--- src/rtl/lcd_line_capture_if.sv ---
`default_nettype none
// ---------------------------------------------------------------------------
// Module   : lcd_line_capture_if
// Purpose  : Framebuffer byte-write channel (address, data, valid/ready).
// Revision : 1.0 - initial release
// ---------------------------------------------------------------------------
interface lcd_line_capture_if;
   logic [12:0] fb_addr;
   logic [7:0]  fb_data;
   logic        fb_valid;
   logic        fb_ready;

   modport master (output fb_addr, output fb_data, output fb_valid, input fb_ready);
   modport slave  (input fb_addr, input fb_data, input fb_valid, output fb_ready);
endinterface
`default_nettype wire

--- src/rtl/lcd_line_capture.sv ---
`default_nettype none
// ---------------------------------------------------------------------------
// Module   : lcd_line_capture
// Purpose  : Palette-maps PPU pixels, packs 4 shades per byte and queues
//            framebuffer writes in a small FIFO.
// Revision : 1.0 - initial release
// ---------------------------------------------------------------------------
module lcd_line_capture #(
   parameter int FIFO_DEPTH  = 4,
   parameter int LINE_PIXELS = 160,
   parameter int LINES       = 144
) (
   input  wire logic        clk,
   input  wire logic        rst,
   input  wire logic        lcd_pixel,
   input  wire logic [1:0]  lcd_color,
   input  wire logic        lcd_hsync,
   input  wire logic        lcd_vsync,
   input  wire logic [7:0]  bgp,
   lcd_line_capture_if.master fb,
   output logic             frame_start,
   output logic             overflow,
   output logic             line_error
);
   localparam int c_xw = $clog2(LINE_PIXELS + 1);
   localparam int c_yw = $clog2(LINES + 1);
   localparam int c_pw = (FIFO_DEPTH > 1) ? $clog2(FIFO_DEPTH) : 1;
   localparam logic [c_xw-1:0] c_line_pixels = c_xw'(LINE_PIXELS);
   localparam logic [c_yw-1:0] c_lines       = c_yw'(LINES);
   localparam logic [12:0]     c_line_bytes  = 13'(LINE_PIXELS / 4);
   localparam logic [c_pw:0]   c_depth       = (c_pw + 1)'(FIFO_DEPTH);

   logic              r_hsync_q, r_vsync_q;
   logic [c_xw-1:0]   r_x;
   logic [c_yw-1:0]   r_y;
   logic [12:0]       r_line_base;
   logic [7:0]        r_pack;
   logic [1:0]        r_cnt;
   logic [12:0]       r_mem_addr [FIFO_DEPTH];
   logic [7:0]        r_mem_data [FIFO_DEPTH];
   logic [c_pw-1:0]   r_wr_ptr, r_rd_ptr;
   logic [c_pw:0]     r_count;
   logic              r_frame_start, r_overflow, r_line_error;

   logic              w_hs_rise, w_vs_rise, w_vs_fall, w_line_end;
   logic              w_in_frame, w_accept, w_overrun;
   logic [1:0]        w_shade;
   logic [c_xw-1:0]   w_x_after, w_x_last;
   logic [2:0]        w_cnt_after;
   logic [7:0]        w_pack_after, w_push_data;
   logic [12:0]       w_push_addr;
   logic              w_full_byte, w_flush, w_push, w_pop, w_full, w_write;

   assign w_hs_rise  = lcd_hsync & ~r_hsync_q;
   assign w_vs_rise  = lcd_vsync & ~r_vsync_q;
   assign w_vs_fall  = ~lcd_vsync & r_vsync_q;
   assign w_line_end = w_hs_rise & ~w_vs_rise;

   assign w_in_frame = (r_y < c_lines);
   assign w_accept   = lcd_pixel & w_in_frame & (r_x < c_line_pixels);
   assign w_overrun  = lcd_pixel & w_in_frame & ~(r_x < c_line_pixels);
   assign w_shade    = bgp[{lcd_color, 1'b0} +: 2];

   // State as it stands after this cycle's pixel, so a line end in the same
   // cycle flushes a byte that already includes it.
   assign w_x_after    = r_x + {{(c_xw - 1){1'b0}}, w_accept};
   assign w_x_last     = w_x_after - {{(c_xw - 1){1'b0}}, 1'b1};
   assign w_cnt_after  = {1'b0, r_cnt} + {2'b00, w_accept};
   assign w_pack_after = w_accept ? {r_pack[5:0], w_shade} : r_pack;

   assign w_full_byte  = w_accept & (r_cnt == 2'd3);
   assign w_flush      = w_line_end & (w_cnt_after != 3'd0) & ~w_full_byte;
   assign w_push       = (w_full_byte | w_flush) & ~w_vs_rise;
   assign w_push_addr  = r_line_base + 13'(w_x_last[c_xw-1:2]);

   always_comb begin
      w_push_data = w_pack_after;
      case (w_cnt_after)
         3'd1:    w_push_data = {w_pack_after[1:0], 6'b0};
         3'd2:    w_push_data = {w_pack_after[3:0], 4'b0};
         3'd3:    w_push_data = {w_pack_after[5:0], 2'b0};
         default: w_push_data = w_pack_after;
      endcase
   end

   assign w_pop   = fb.fb_valid & fb.fb_ready;
   assign w_full  = (r_count == c_depth);
   assign w_write = w_push & (~w_full | w_pop);

   always_ff @(posedge clk) begin
      if (rst) begin
         r_hsync_q     <= 1'b1;
         r_vsync_q     <= 1'b1;
         r_x           <= '0;
         r_y           <= '0;
         r_line_base   <= '0;
         r_pack        <= '0;
         r_cnt         <= '0;
         r_wr_ptr      <= '0;
         r_rd_ptr      <= '0;
         r_count       <= '0;
         r_frame_start <= 1'b0;
         r_overflow    <= 1'b0;
         r_line_error  <= 1'b0;
      end else begin
         r_hsync_q     <= lcd_hsync;
         r_vsync_q     <= lcd_vsync;
         r_frame_start <= w_vs_fall;
         if (w_push & w_full & ~w_pop)
            r_overflow <= 1'b1;
         if (w_overrun | (w_line_end & w_in_frame & (w_x_after != c_line_pixels)))
            r_line_error <= 1'b1;
         if (w_accept)
            r_pack <= w_pack_after;

         if (w_vs_rise) begin
            r_x         <= '0;
            r_y         <= '0;
            r_line_base <= '0;
            r_cnt       <= '0;
         end else if (w_line_end) begin
            r_x   <= '0;
            r_cnt <= '0;
            // y saturates at LINES so the address never walks past the frame
            if (w_in_frame) begin
               r_y         <= r_y + 1'b1;
               r_line_base <= r_line_base + c_line_bytes;
            end
         end else if (w_accept) begin
            r_x   <= w_x_after;
            r_cnt <= w_cnt_after[1:0];
         end

         if (w_write) begin
            r_mem_addr[r_wr_ptr] <= w_push_addr;
            r_mem_data[r_wr_ptr] <= w_push_data;
            r_wr_ptr             <= r_wr_ptr + 1'b1;
         end
         if (w_pop)
            r_rd_ptr <= r_rd_ptr + 1'b1;
         r_count <= r_count + (c_pw + 1)'(w_write) - (c_pw + 1)'(w_pop);
      end
   end

   assign fb.fb_valid = (r_count != '0);
   assign fb.fb_addr  = r_mem_addr[r_rd_ptr];
   assign fb.fb_data  = r_mem_data[r_rd_ptr];
   assign frame_start = r_frame_start;
   assign overflow    = r_overflow;
   assign line_error  = r_line_error;
endmodule
`default_nettype wire

--- src/flat_wrapper.sv ---
// flat-port wrapper written by rule: the top's interface ports become plain ports
module lcd_line_capture_flat 
#(
   parameter int FIFO_DEPTH  = 4,
   parameter int LINE_PIXELS = 160,
   parameter int LINES       = 144
)
  (clk, rst, lcd_pixel, lcd_color, lcd_hsync, lcd_vsync, bgp, frame_start, overflow, line_error, fb_fb_addr, fb_fb_data, fb_fb_valid, fb_fb_ready);
  lcd_line_capture_if fb_i ();
  input  wire logic clk;
  input  wire logic rst;
  input  wire logic lcd_pixel;
  input  wire logic [1:0] lcd_color;
  input  wire logic lcd_hsync;
  input  wire logic lcd_vsync;
  input  wire logic [7:0] bgp;
  output logic frame_start;
  output logic overflow;
  output logic line_error;
  output wire logic [$bits(fb_i.fb_addr)-1:0] fb_fb_addr;
  output wire logic [$bits(fb_i.fb_data)-1:0] fb_fb_data;
  output wire logic [$bits(fb_i.fb_valid)-1:0] fb_fb_valid;
  input wire logic [$bits(fb_i.fb_ready)-1:0] fb_fb_ready;
  assign fb_fb_addr = fb_i.fb_addr;
  assign fb_fb_data = fb_i.fb_data;
  assign fb_fb_valid = fb_i.fb_valid;
  assign fb_i.fb_ready = fb_fb_ready;
  lcd_line_capture #(.FIFO_DEPTH(FIFO_DEPTH), .LINE_PIXELS(LINE_PIXELS), .LINES(LINES)) u_core (.clk(clk), .rst(rst), .lcd_pixel(lcd_pixel), .lcd_color(lcd_color), .lcd_hsync(lcd_hsync), .lcd_vsync(lcd_vsync), .bgp(bgp), .fb(fb_i), .frame_start(frame_start), .overflow(overflow), .line_error(line_error));
endmodule
--- config.mk ---
export PLATFORM = sky130hd
export DESIGN_NAME = lcd_line_capture_flat
export DESIGN_NICKNAME = d
export VERILOG_FILES = /design/src/rtl/lcd_line_capture_if.sv /design/src/rtl/lcd_line_capture.sv /design/src/flat_wrapper.sv
export SDC_FILE = /design/constraint.sdc
export NUM_CORES = 1
export LEC_CHECK = 0
export CELL_PAD_IN_SITES_DETAIL_PLACEMENT = 0
export CELL_PAD_IN_SITES_GLOBAL_PLACEMENT = 1
export CORE_MARGIN = 1
export CORE_UTILIZATION = 48
export CTS_CLUSTER_DIAMETER = 120
export CTS_CLUSTER_SIZE = 16
export DETAILED_ROUTE_END_ITERATION = 10
export HOLD_SLACK_MARGIN = 0.02
export PLACE_DENSITY = 0.76
export SLEW_MARGIN = 5
export SYNTH_ARGS = -nofsm -noshare
export SYNTH_HDL_FRONTEND = slang
export SYNTH_SLANG_ARGS = --single-unit
--- constraint.sdc ---
create_clock -name clk -period 4.8 [get_ports clk]
set_clock_uncertainty 0.2 [all_clocks]
set_input_delay 0.48 -clock clk [delete_from_list [all_inputs] [get_ports clk]]
set_output_delay 0.48 -clock clk [all_outputs]
set_load 0.03 [all_outputs]
* Word level (Yosys, flattened, before mapping) *
Memories as Yosys holds them, arrays and structs flattened. A register that Yosys moved wholly into a read port is not among the register bits.
Index checks and enable logic that the tools add are counted.

operators by class
  reduce and logical (&&, ||, !) cells = 5
  equal/unequal tests = 6
  bitwise operators = 28
  $add $sub $neg = 10
  order comparisons = 2
  shifts and indexed selects = 1
  multiplexer cells = 9

operators with widths
  operator                                            number
  case mux 8 bit (3 select lines)                     1
  AND 1 bit                                           17
  less-than comparator 8 bit (second input constant)  2
  adder 13 x 6 -> 13 bit                              1
  adder 13 x 6 -> 13 bit (second input constant)      1
  adder 8 x 1 -> 8 bit                                1
  adder 8 x 1 -> 8 bit (second input constant)        1
  2-to-1 mux 2 bit                                    4
  2-to-1 mux 8 bit                                    1
  inequality test 8 bit (second input constant)       1
  NOT 1 bit                                           8
  indexed part select 8 x 4 -> 2 bit                  1
  subtractor 8 x 1 -> 8 bit (second input constant)   1
  == test 3 x 2 -> 1 bit (second input constant)      2
  nonzero test 3 bit                                  2
  adder 2 x 1 -> 2 bit (second input constant)        2
  adder 2 x 1 -> 3 bit                                1
  adder 3 x 1 -> 3 bit                                1
  == test 3 x 1 -> 1 bit (second input constant)      1
  == test 3 bit (second input constant)               1
  2-to-1 mux 1 bit                                    3
  bitwise OR 1 bit                                    3
  OR reduction 3 bit                                  1
  subtractor 3 x 1 -> 3 bit                           1
  3 further kinds                                     3

storage, ports and cells
  register bits = 51
  bits of input ports = 16
  output and inout bits = 25
  logic and storage cells = 76
  bits in writable memories = 84
  memories kept = 2

memory list
  name               words  width  rd ports  clocked after memory_dff  write ports  RTL line                RTL
  u_core.r_mem_addr  4      13     1         1                         1            lcd_line_capture.sv:39  logic [12:0] r_mem_addr [FIFO_DEPTH];
  u_core.r_mem_data  4      8      1         1                         1            lcd_line_capture.sv:40  logic [7:0] r_mem_data [FIFO_DEPTH];

* Depth between registers and ports, before layout *
  depth after elaboration = 13
  mapped depth = 16
  mapped depth without buffers = 15

* Worst setup path after synthesis *
Ideal clock, no wire load.

  path kind = register -> register
  from = register u_core.r_y[4]
  to = memory u_core.r_mem_addr[1][0] (enable)
  setup time = 0.430 ns
  data required time = 4.170 ns
  cell stages (with the launch flop) = 11
  arrival time = 3.497 ns
  buffers on the path = 1
  clock period less this slack = 4.127 ns
  setup slack = 0.673 ns
  cell sequence = dfxtp_1 > o31ai_4 > nand3_4 > clkinv_4 > buf_4 > ha_1 > ha_1 > o311ai_0 > o21ai_1 > nand2b_1 > nor3b_1

between the ends
  cells in the longest elaborated chain, start to end = 13
  elaborated cells between the ends (all ways) = 15
  those cells by class = add/sub (1); order compare (1); mux (3); bitwise (9); reduce/logical (1)

RTL lines
  item                                    RTL line                 RTL
  start, declared                         lcd_line_capture.sv:35   logic [c_yw-1:0] r_y;
  start signal, assigned                  lcd_line_capture.sv:126  r_y <= r_y + 1'b1;
  less-than comparator 8 bit              lcd_line_capture.sv:59   assign w_in_frame = (r_y < c_lines);
  AND 1 bit (2 in series)                 lcd_line_capture.sv:60   assign w_accept = lcd_pixel & w_in_frame & (r_x < c_line_pixels);
  adder 2 x 1 -> 3 bit                    lcd_line_capture.sv:68   assign w_cnt_after = {1'b0, r_cnt} + {2'b00, w_accept};
  via u_core.w_cnt_after[1]               lcd_line_capture.sv:49   logic [2:0] w_cnt_after;
  nonzero test 3 bit                      lcd_line_capture.sv:72   assign w_flush = w_line_end & (w_cnt_after != 3'd0) & ~w_full_byte;
  AND 1 bit (2 in series)                 lcd_line_capture.sv:72
  bitwise OR 1 bit                        lcd_line_capture.sv:73   assign w_push = (w_full_byte | w_flush) & ~w_vs_rise;
  AND 1 bit                               lcd_line_capture.sv:73
  AND 1 bit                               lcd_line_capture.sv:88   assign w_write = w_push & (~w_full | w_pop);
  2-to-1 mux 1 bit                        lcd_line_capture.sv:134  if (w_write) begin
  2-to-1 mux 1 bit                        lcd_line_capture.sv:91   if (rst) begin
  2-to-1 mux 1 bit (not written as such)  lcd_line_capture.sv:135  r_mem_addr[r_wr_ptr] <= w_push_addr;
  end, declared                           lcd_line_capture.sv:39

The timed path passes the listed nets, and every way through them passes these cells.

* Worst setup path in the final report *
  from = register u_core.r_y[4]
  to = memory u_core.r_mem_addr[1][10] (data pin)

between the ends
  cells in the longest elaborated chain, start to end = 6

RTL lines
  item                        RTL line                RTL
  less-than comparator 8 bit  lcd_line_capture.sv:59
  AND 1 bit (2 in series)     lcd_line_capture.sv:60
  adder 8 x 1 -> 8 bit        lcd_line_capture.sv:66  assign w_x_after = r_x + {{(c_xw - 1){1'b0}}, w_accept};
  subtractor 8 x 1 -> 8 bit   lcd_line_capture.sv:67  assign w_x_last = w_x_after - {{(c_xw - 1){1'b0}}, 1'b1};
  adder 13 x 6 -> 13 bit      lcd_line_capture.sv:74  assign w_push_addr = r_line_base + 13'(w_x_last[c_xw-1:2]);
  via u_core.w_push_addr[10]  lcd_line_capture.sv:51  logic [12:0] w_push_addr;

The timed path passes the listed nets, and every way through them passes these cells.

==> results.toml <==
[status]
status = "completed"

[die]
core_area_um2 = 11700
rows = 39
die_x_um = 112
start_util_pct = 50.2
io_pins = 41
die_area_um2 = 12600
die-height_um = 112

[worst_setup_path]
critPathArrivalTime_ps = 4050
worst_path_max_delay_cell = "o31ai_4"
crit_type = "reg -> reg"
crit_chain = "o31ai_4 -> nand3_4 -> clkinv_4 -> ha_1 -> ha_1 -> nor3_1 -> a32o_1 -> nand3_1 -> xor2_1 -> ha_1 -> a21o_1 -> a21oi_1 -> nand2b_1 -> nor2_1 -> xor2_1"
cp_num_buf_inv = 1
cpPeakStageDelay_ps = 430
path_common_cell = "ha_1"
crit_path_end_kind = "flip-flop"
crit_fanout = 16
worst_setup_path_start_kind = "flip-flop"
r2r_setup_slack_ps = 700
required_ps = 4740
crit_family = "compound AO/OA/AOI/OAI gates"

[synth]
synth_area_um2 = 5850
synth_fp_nets = 469
ys_types = 51
ys.warnings.count = 0
synth.avg_cell_area_um2 = 13.5
synth-seq-area-share_pct = 60.2
synth_seq_cells = 134
synth_edf_count = 84
async_flop_share_pct = 0
synth_flop_cell = "edfxtp_1"
syn_inst = 435

[global_routing]
grt-ovfl-total = 0
antenna_found_initial = 0
grt_usage_pct = 18.2
grt_pass1_wl_mm = 17.2
grt_max_degree = 29
grt_pass1_vias = 3450

[cells_and_area]
final_nets = 516
fill_cells = 925
antenna_cells = 0
multi_input_area_um2 = 2230
layout.area.seq_um2 = 3520
area_growth_pct = 19.9
stdcell_count = 638
design_area_um2 = 7020
drive_above_1_share_pct = 14.3

[clock_tree]
cts_buffer_depth = 2
hold_buffers = 0
cts_inserted_buffers = 17
cts_tree = "built"
clock_sinks = 134
clk_latency_ps = 410
clk_pin_slew_ps = 60
post_cts_buffers = 0
ctsResizeCount = 0
htreeDepth = 4
cts_root_buffer = "clkbuf_16"

[routing]
via_count = 3465
drt_iter0_drc = 178
dr_wl_met2_mm = 4.61
met1_length_mm = 5.10
wl_per_cell_um = 16.1
route.met3.wl_um = 354
wirelength_mm = 10.2
via_per_inst = 5.43
drc = 0
postRouteAntennaNets = 0
routed.top_layer = "met4"
drtPass1Iterations = 4

[sta]
rsz0062_at_grt = "no"
final.min_clock_period_ps = 4100
max-slew-margin-rel_pct = 28.1
tightestPinTransition_ps = 1080
timing.final.ws_setup_ps = 696
post-route-period-util_pct = 85.5
drv_slew = 0
tns_ps = 0
setup_viol = 0
fmax_mhz = 244
finalHoldViolations = 0

[placed_design]
dp_hpwl_mm = 6.66
place_area_um2 = 6420
finalWeightedCongestion = 0.816
dp_cells = 606
portBuffers = 40
pre_cts_ws_ps = 503

[flow_run]
max_cap_viol_count = 0

[power_and_ir_drop]
ir_drop_mv = 0.314
p_leak_nw = 2.46
powerDensity_nw_per_um2 = 455

[min_path]
min_path_type = "reg -> reg"
layer usage:
metal | vias to the layer above | global-route usage, %
li1 | 1704 | -
met5 | - | 0
met2 | 67 | 27.7
met4 | 0 | 8.53
met3 | 16 | 4.21
met1 | 1678 | 24.9
synthesized netlist by cell type (7+ instances only):
library cell  number  area share, %
nand2_1           26            1.7
a21oi_1           18            1.5
nand2b_1           7           0.75
edfxtp_1          84             43
nor2_1            47            3.0
xor2_1            17            2.5
dfxtp_1           50             17
mux2i_1            9            1.5
ha_1              16            3.4
mux4_2            23            8.8
xnor2_1           23            3.4
inv_1              8           0.51
or3_1              7           0.75
clkbuf_1          10           0.64
nand3_1            9           0.77
registers in the layout, summed over array words and instances, names as in the netlist, named ones only:
signal,count
u_core.r_hsync_q,1
u_core.r_y,8
u_core.r_pack,8
u_core.r_x,8
u_core.overflow,1
u_core.r_count,3
u_core.r_wr_ptr,2
u_core.line_error,1
u_core.r_mem_data,32
u_core.r_mem_addr,52
u_core.r_line_base,10
u_core.r_cnt,2
u_core.frame_start,1
u_core.r_vsync_q,1
u_core.r_rd_ptr,2
cell families after synthesis:
group	synth area share, %
fa+ha+maj	4.10
buf+inv	2.05
xor+xnor	5.99
compound gates	5.47
mux	10.6
flops	60.2
simple gates	11.6
tightest hold or removal path, stage by stage, from the launching register on:
cell and delay (ps):
dfxtp_1 320, inv_1 50, nor2_1 40
where the power goes:
group | switching, mW | internal (mW) | leakage [nW]
registers | 0.0305 | 1.26 | 1.20
clock network | 0.468 | 0.825 | 0.280
logic | 0.320 | 0.292 | 0.975
total | 0.818 | 2.38 | 2.46
final cells by class:
cell class                 instances  area share (%)
sequential                       134            50.2
multi-input combinational        273            31.8
timing repair buffer              46            6.35
clock buffer                      19            6.31
tap                              143            2.55
clock inverter                    13            2.21
inverter                          10           0.606
worst paths after layout:
path                    startpoint                  endpoint  cells after the start
setup / recovery     u_core.r_y[4]  u_core.r_mem_addr[1][10]                     15
hold / removal    u_core.r_vsync_q        u_core.frame_start                      2
setup reg to reg     u_core.r_y[4]  u_core.r_mem_addr[1][10]                     15
hold reg to reg   u_core.r_vsync_q        u_core.frame_start                      2
layout by cell type, fill, tap and decap left out, types with 5 or more instances in the layout:
master,n
edfxtp_1,84
dfxtp_1,50
nor2_1,47
clkdlybuf4s50_1,40
nand2_1,26
xnor2_1,23
mux4_2,23
a21oi_1,18
xor2_1,17
clkbuf_16,17
ha_1,16
nand3_1,9
mux2i_1,9
inv_1,8
or3_1,7
nand2b_1,7
o21ai_0,6
nand4_1,6
buf_4,6
nor2b_1,5
o221ai_1,5
stage by stage:
| step | hold slack, ps | power (mW) | util (%) |
|---|---|---|---|
| after floorplan | 216 | 1.74 | - |
| after global placement | 227 | 1.93 | 55.0 |
| after detailed placement | 228 | 1.93 | 55.0 |
| after CTS | 245 | 3.23 | 60.2 |
| after global routing | 282 | 3.32 | 60.2 |
| final | 245 | 3.20 | 60.2 |
No activity file was read; power rests on OpenSTA's default activity.
